### config.mk
export PLATFORM = sky130hd
export DESIGN_NAME = wb_merge_arb_flat
export DESIGN_NICKNAME = d
export VERILOG_FILES = /design/src/rtl/wb_merge_if.sv /design/src/rtl/wb_merge_arb.sv /design/src/flat_wrapper.sv
export SDC_FILE = /design/constraint.sdc
export NUM_CORES = 1
export LEC_CHECK = 0
export BUFFER_PORTS_ARGS = -buffer_cell sky130_fd_sc_hd__buf_2
export CAP_MARGIN = 20
export CORE_MARGIN = 1.5
export CORE_UTILIZATION = 30
export DETAILED_ROUTE_END_ITERATION = 10
export PLACE_DENSITY_LB_ADDON = 0.15
export SKIP_LAST_GASP = 1
export SYNTH_ARGS = -nofsm -noshare
export SYNTH_HDL_FRONTEND = slang
export SYNTH_SLANG_ARGS = --single-unit
### constraint.sdc
create_clock -name clk -period 1.65 [get_ports clk]
set_clock_uncertainty 0.15 [all_clocks]
set_input_delay 0.33 -clock clk [delete_from_list [all_inputs] [get_ports clk]]
set_output_delay 0.33 -clock clk [all_outputs]
set_load 0.1 [all_outputs]
### src/rtl/wb_merge_if.sv
// Bus bundle for wb_merge_arb: two producer channels (A, B) and the merged
// register-file write channel, each with valid/ready.
interface wb_merge_if #(
    parameter int DW = 32,
    parameter int RW = 5
);
    logic          a_valid;
    logic          a_ready;
    logic [DW-1:0] a_data;
    logic [RW-1:0] a_rd;
    logic          b_valid;
    logic          b_ready;
    logic [DW-1:0] b_data;
    logic [RW-1:0] b_rd;
    logic          out_valid;
    logic          out_ready;
    logic [DW-1:0] out_data;
    logic [RW-1:0] out_rd;
    logic          out_sel;

    // Merge unit side.
    modport slave (
        input  a_valid, a_data, a_rd,
        input  b_valid, b_data, b_rd,
        input  out_ready,
        output a_ready, b_ready,
        output out_valid, out_data, out_rd, out_sel
    );

    // Producer / write-port side.
    modport master (
        output a_valid, a_data, a_rd,
        output b_valid, b_data, b_rd,
        output out_ready,
        input  a_ready, b_ready,
        input  out_valid, out_data, out_rd, out_sel
    );
endinterface

### src/rtl/wb_merge_arb.sv
// Merges ALU (A) and load (B) results onto one register-file write port via a
// registered output stage. Define WB_MERGE_FIXED_PRIO_EN for A-first fixed priority.
module wb_merge_arb #(
    parameter int DW = 32,
    parameter int RW = 5
) (
    input  logic      clk,
    input  logic      rst_n,
    wb_merge_if.slave bus
);

    // Handshake: a channel transfers on a rising edge where valid & ready are
    // both high. Ready may follow valid combinationally; valid never follows
    // ready. A producer holds valid and payload stable until accepted.

    logic          load;
    logic          gnt_a;
    logic          gnt_b;
    logic          out_valid_q;
    logic [DW-1:0] out_data_q;
    logic [RW-1:0] out_rd_q;
    logic          out_sel_q;

    assign load = ~out_valid_q | bus.out_ready;

`ifdef WB_MERGE_FIXED_PRIO_EN
    always_comb begin
        gnt_a = 1'b0;
        gnt_b = 1'b0;
        if (load) begin
            gnt_a = bus.a_valid;
            gnt_b = bus.b_valid & ~bus.a_valid;
        end
    end
`else
    // 0 = A, 1 = B; reset to B so A wins the first tie.
    logic last_grant;

    always_comb begin
        gnt_a = 1'b0;
        gnt_b = 1'b0;
        if (load) begin
            if (bus.a_valid && bus.b_valid) begin
                gnt_a = last_grant;
                gnt_b = ~last_grant;
            end else begin
                gnt_a = bus.a_valid;
                gnt_b = bus.b_valid;
            end
        end
    end

    always_ff @(posedge clk or negedge rst_n) begin
        if (!rst_n) begin
            last_grant <= 1'b1;
        end else if (gnt_a || gnt_b) begin
            last_grant <= gnt_b;
        end
    end
`endif

    assign bus.a_ready = gnt_a;
    assign bus.b_ready = gnt_b;

    always_ff @(posedge clk or negedge rst_n) begin
        if (!rst_n) begin
            out_valid_q <= 1'b0;
            out_data_q  <= '0;
            out_rd_q    <= '0;
            out_sel_q   <= 1'b0;
        end else if (load) begin
            if (gnt_a || gnt_b) begin
                out_valid_q <= 1'b1;
                out_data_q  <= gnt_b ? bus.b_data : bus.a_data;
                out_rd_q    <= gnt_b ? bus.b_rd : bus.a_rd;
                out_sel_q   <= gnt_b;
            end else begin
                // Drained with nothing to replace it: payload holds, valid drops.
                out_valid_q <= 1'b0;
            end
        end
    end

    assign bus.out_valid = out_valid_q;
    assign bus.out_data  = out_data_q;
    assign bus.out_rd    = out_rd_q;
    assign bus.out_sel   = out_sel_q;

endmodule

### src/flat_wrapper.sv
// flat-port wrapper written by rule: the top's interface ports become plain ports
module wb_merge_arb_flat 
#(
    parameter int DW = 32,
    parameter int RW = 5
)
  (clk, rst_n, bus_a_valid, bus_a_data, bus_a_rd, bus_b_valid, bus_b_data, bus_b_rd, bus_out_ready, bus_a_ready, bus_b_ready, bus_out_valid, bus_out_data, bus_out_rd, bus_out_sel);
  wb_merge_if #(.DW(DW), .RW(RW)) bus_i ();
  input  logic clk;
  input  logic rst_n;
  input wire logic [$bits(bus_i.a_valid)-1:0] bus_a_valid;
  input wire logic [$bits(bus_i.a_data)-1:0] bus_a_data;
  input wire logic [$bits(bus_i.a_rd)-1:0] bus_a_rd;
  input wire logic [$bits(bus_i.b_valid)-1:0] bus_b_valid;
  input wire logic [$bits(bus_i.b_data)-1:0] bus_b_data;
  input wire logic [$bits(bus_i.b_rd)-1:0] bus_b_rd;
  input wire logic [$bits(bus_i.out_ready)-1:0] bus_out_ready;
  output wire logic [$bits(bus_i.a_ready)-1:0] bus_a_ready;
  output wire logic [$bits(bus_i.b_ready)-1:0] bus_b_ready;
  output wire logic [$bits(bus_i.out_valid)-1:0] bus_out_valid;
  output wire logic [$bits(bus_i.out_data)-1:0] bus_out_data;
  output wire logic [$bits(bus_i.out_rd)-1:0] bus_out_rd;
  output wire logic [$bits(bus_i.out_sel)-1:0] bus_out_sel;
  assign bus_i.a_valid = bus_a_valid;
  assign bus_i.a_data = bus_a_data;
  assign bus_i.a_rd = bus_a_rd;
  assign bus_i.b_valid = bus_b_valid;
  assign bus_i.b_data = bus_b_data;
  assign bus_i.b_rd = bus_b_rd;
  assign bus_i.out_ready = bus_out_ready;
  assign bus_a_ready = bus_i.a_ready;
  assign bus_b_ready = bus_i.b_ready;
  assign bus_out_valid = bus_i.out_valid;
  assign bus_out_data = bus_i.out_data;
  assign bus_out_rd = bus_i.out_rd;
  assign bus_out_sel = bus_i.out_sel;
  wb_merge_arb #(.DW(DW), .RW(RW)) u_core (.clk(clk), .rst_n(rst_n), .bus(bus_i));
endmodule
==> summary.txt <==
Power and ir drop
  • Sw Share: 0.517
  • Total power: 4210 µW
  • Power per cell area: 1180 mW/mm²
  • Switching power total: ~2200 µW
  • Clock power share: 0.165
  • Cell Int Power: 2030 µW
  • Pleak: roughly 0.0017 µW
  • VDD IR max: 0.000527 V
  • Seq pwr share: 0.294
  • Combinational Power Share: 0.541

Timing
  • Fin crit share: 1.05
  • Period minus WS final: between 1.5 and 2 ns
  • Slew Limit Fails: 0
  • TNS Setup: -0.163 ns
  • Hold slack: 0.130 ns
  • Rel. slew slack: 0.671
  • Max Clk Rate: 0.578 GHz
  • Final setup viols: 3
  • Final Hold Fails: 0
  • Slew @ Worst Pin: 0.497 ns
  • Worst setup margin: -0.0805 ns
  • RSZ-0062 raised after global routing: yes

Floorplanning
  • Initial Utilization: 0.316
  • Die area: 0.00781 mm²
  • Core Box Area: ~0.007 mm²
  • Num rows: 30
  • Die Span Y: between 80 and 90 µm
  • Die Wd: 88.4 µm
  • # IOs: 120

Layout
  • Antenna Cells: 0
  • Reg area: 0.00101 mm²
  • Most frequent cells in the layout: 116 x buf_2, 38 x inv_1, 38 x dfrtp_1
  • Number of nets in the layout: 427
  • Share of cells above drive strength 1: 0.576
  • Area grow syn2layout: 63.0%
  • Multi-input logic area: 0.00130 mm²
  • Commonest non-fill, non-tap cell in the layout: buf_2
  • Fillers: 696

Setup path
  • Cell family with most CP delay: flip-flops
  • Critical path cell sequence: a21boi_4 -> and2_4 -> buf_12
  • Reg-to-reg slack, setup: 0 ns
  • R2R depth: 5
  • R2r startpoint: u_core.last_grant
  • CP Launch Type: flop
  • CP Data Arrival Time: 1.25 ns
  • CP Data Required Time: 1.17 ns
  • Max FO, Critical Path: 3
  • Crit path kind: reg -> out
  • Slowest stage cell, crit path: dfstp_2
  • Worst Setup End Kind: output port
  • FF-to-FF End: u_core.bus.out_data[31]
  • Buffers & Inverters on Critical Path: 1
  • CP max stage delay: 0.58 ns

Global route
  • First-pass GRT wire length: around 11000 µm
  • Largest net degree at the start of global routing: 38
  • Initial antenna violation count: 0
  • Tot GR Track Use: 0.176
  • Vias in the first global route: 2176
  • Grt ovf: 0

Clock network
  • H-tree depth: 2
  • CTS root buf: clkbuf_8
  • Clock latency on the worst-skew pair: 0.29 ns
  • CTS Buffer Depth: 2
  • Sink Count: 40
  • CTS tree: yes
  • Num CTS Buffers: 5
  • Clock slew at reported path FFs: 0.08 ns

Run
  • Max Cap Viol: 0

Run status
  • Status: complete, but fails checks
  • Violated checks: negative setup slack

Synthesis
  • Syn Area/Cell: 9.76 µm²
  • Library cells used by synthesis: 21
  • Synth Instances: ~220
  • Synth area leader: dfrtp_1
  • Register area share after synthesis: 0.459
  • Yosys reg bits: 40
  • Top post-synthesis cells by area: dfrtp_1 45%, o311ai_2 13%, nand3_1 8.5%
  • Mapped Area: 0.00219 mm²
  • Syn Nets: 303
  • Yosys Warn Count: 0
  • Post-synth top area share: 0.446

Route
  • DRT Pass-1 Iters: 4
  • Final ANT Viol Nets: 0
  • Vias per inst: 4.96
  • Via count: 2207
  • Drt drc: 0
  • Number of DRC markers in iteration 0: 65
  • Drt wl/cell: 16.3 µm
  • DRT Wirelength: approximately 7300 µm

Hold path
  • Min-Delay Startpoint: bus_b_data[16]
  • Hold path cells: 3
  • Hold Path End: u_core.bus.out_data[16]
  • Worst min path class: in -> reg

Place
  • DP HPWL: 4610 µm
  • Routability cong.: 0.723
  • PortBufs: 119
## timing repair
action | CTS | global route
resized for setup | 2 | 72
setup endpoints to repair | 2 | 30
hold buffers | 1 | 0
setup buffers | 3 | 0
hold endpoints to repair | 11 | 0
gates cloned | 0 | 1
pin swaps | 2 | 0
## power by group through the flow
stage	registers [µW]	clock network, µW	logic, µW
2_1_floorplan	2410	0	423
3_3_place_gp	1240	0	2030
3_5_place_dp	1240	0	2030
4_1_cts	1230	713	2050
5_1_grt	1260	750	2360
6_report	1240	694	2270
## metrics by stage
| stage | setup WS, ns | instances | utilization | instance area (µm²) |
|---|---|---|---|---|
| floorplan | -0.351 | 224 | - | 2220 |
| global placement | 0.106 | 432 | 0.439 | 3030 |
| detailed placement | 0.0920 | 432 | 0.439 | 3030 |
| CTS | -0.0883 | 444 | 0.457 | 3160 |
| global route | -0.130 | 445 | 0.516 | 3560 |
| finish | -0.0805 | 445 | 0.516 | 3560 |
## layout make-up
cell class / instances / area share
flip-flops and latches: 40 / 0.282
well taps: 96 / 0.0337
multi-input cells: 122 / 0.364
inverters: 38 / 0.0400
repair buffers: 141 / 0.255
clock buffers: 8 / 0.0253
## worst min-delay path, delay by kind of cell
kind            cells  cell delay (ns)
buf+inv             1             0.08
compound gates      1             0.08
simple gates        1             0.05
## per-layer routing
metal  global-route usage  wire [µm]  vias to the layer above
li1                     -          -                     1055
met1                0.215       3070                     1084
met2                0.317       3800                       64
met3               0.0420        345                        4
met4               0.0369         38                        0
met5                    0          0                        -
## registers in the layout (all words and copies together), names as in the netlist
| signal | count |
|---|---|
| u_core.last_grant | 1 |
| u_core.bus.out_rd | 5 |
| u_core.bus.out_sel | 1 |
| u_core.bus.out_data | 32 |
| u_core.bus.out_valid | 1 |
## synth_stat cells
| cell | count |
|---|---|
| o21ai_0 | 35 |
| nor2_1 | 2 |
| inv_1 | 38 |
| nand2b_2 | 1 |
| o311ai_1 | 20 |
| nand3_1 | 37 |
| nor2b_1 | 1 |
| a21boi_2 | 1 |
| buf_1 | 1 |
| a21o_1 | 2 |
| o311ai_2 | 17 |
| buf_2 | 4 |
| o21ai_2 | 1 |
| buf_6 | 4 |
| dfrtp_1 | 39 |
| buf_4 | 5 |
| o21ai_1 | 3 |
| and2_4 | 1 |
| clkbuf_1 | 10 |
| dfstp_2 | 1 |
| nand2_1 | 1 |
## kinds of logic after synthesis
family	share of synthesized area
compound gates	0.310
simple gates	0.101
flops	0.459
buf+inv	0.131
## how the worst max path moves through the flow
stage                    startpoint  cells after the start                      end  slack, ns
2_1_floorplan  u_core.bus.out_valid                      4              bus_a_ready      -0.35
3_3_place_gp            bus_a_valid                      5  u_core.bus.out_data[25]       0.11
3_5_place_dp            bus_a_valid                      5  u_core.bus.out_data[26]       0.09
4_1_cts        u_core.bus.out_valid                      3              bus_a_ready      -0.09
5_1_grt           u_core.last_grant                      3              bus_b_ready      -0.13
6_report          u_core.last_grant                      3              bus_b_ready      -0.08
No activity file was read; power rests on OpenSTA's default activity.
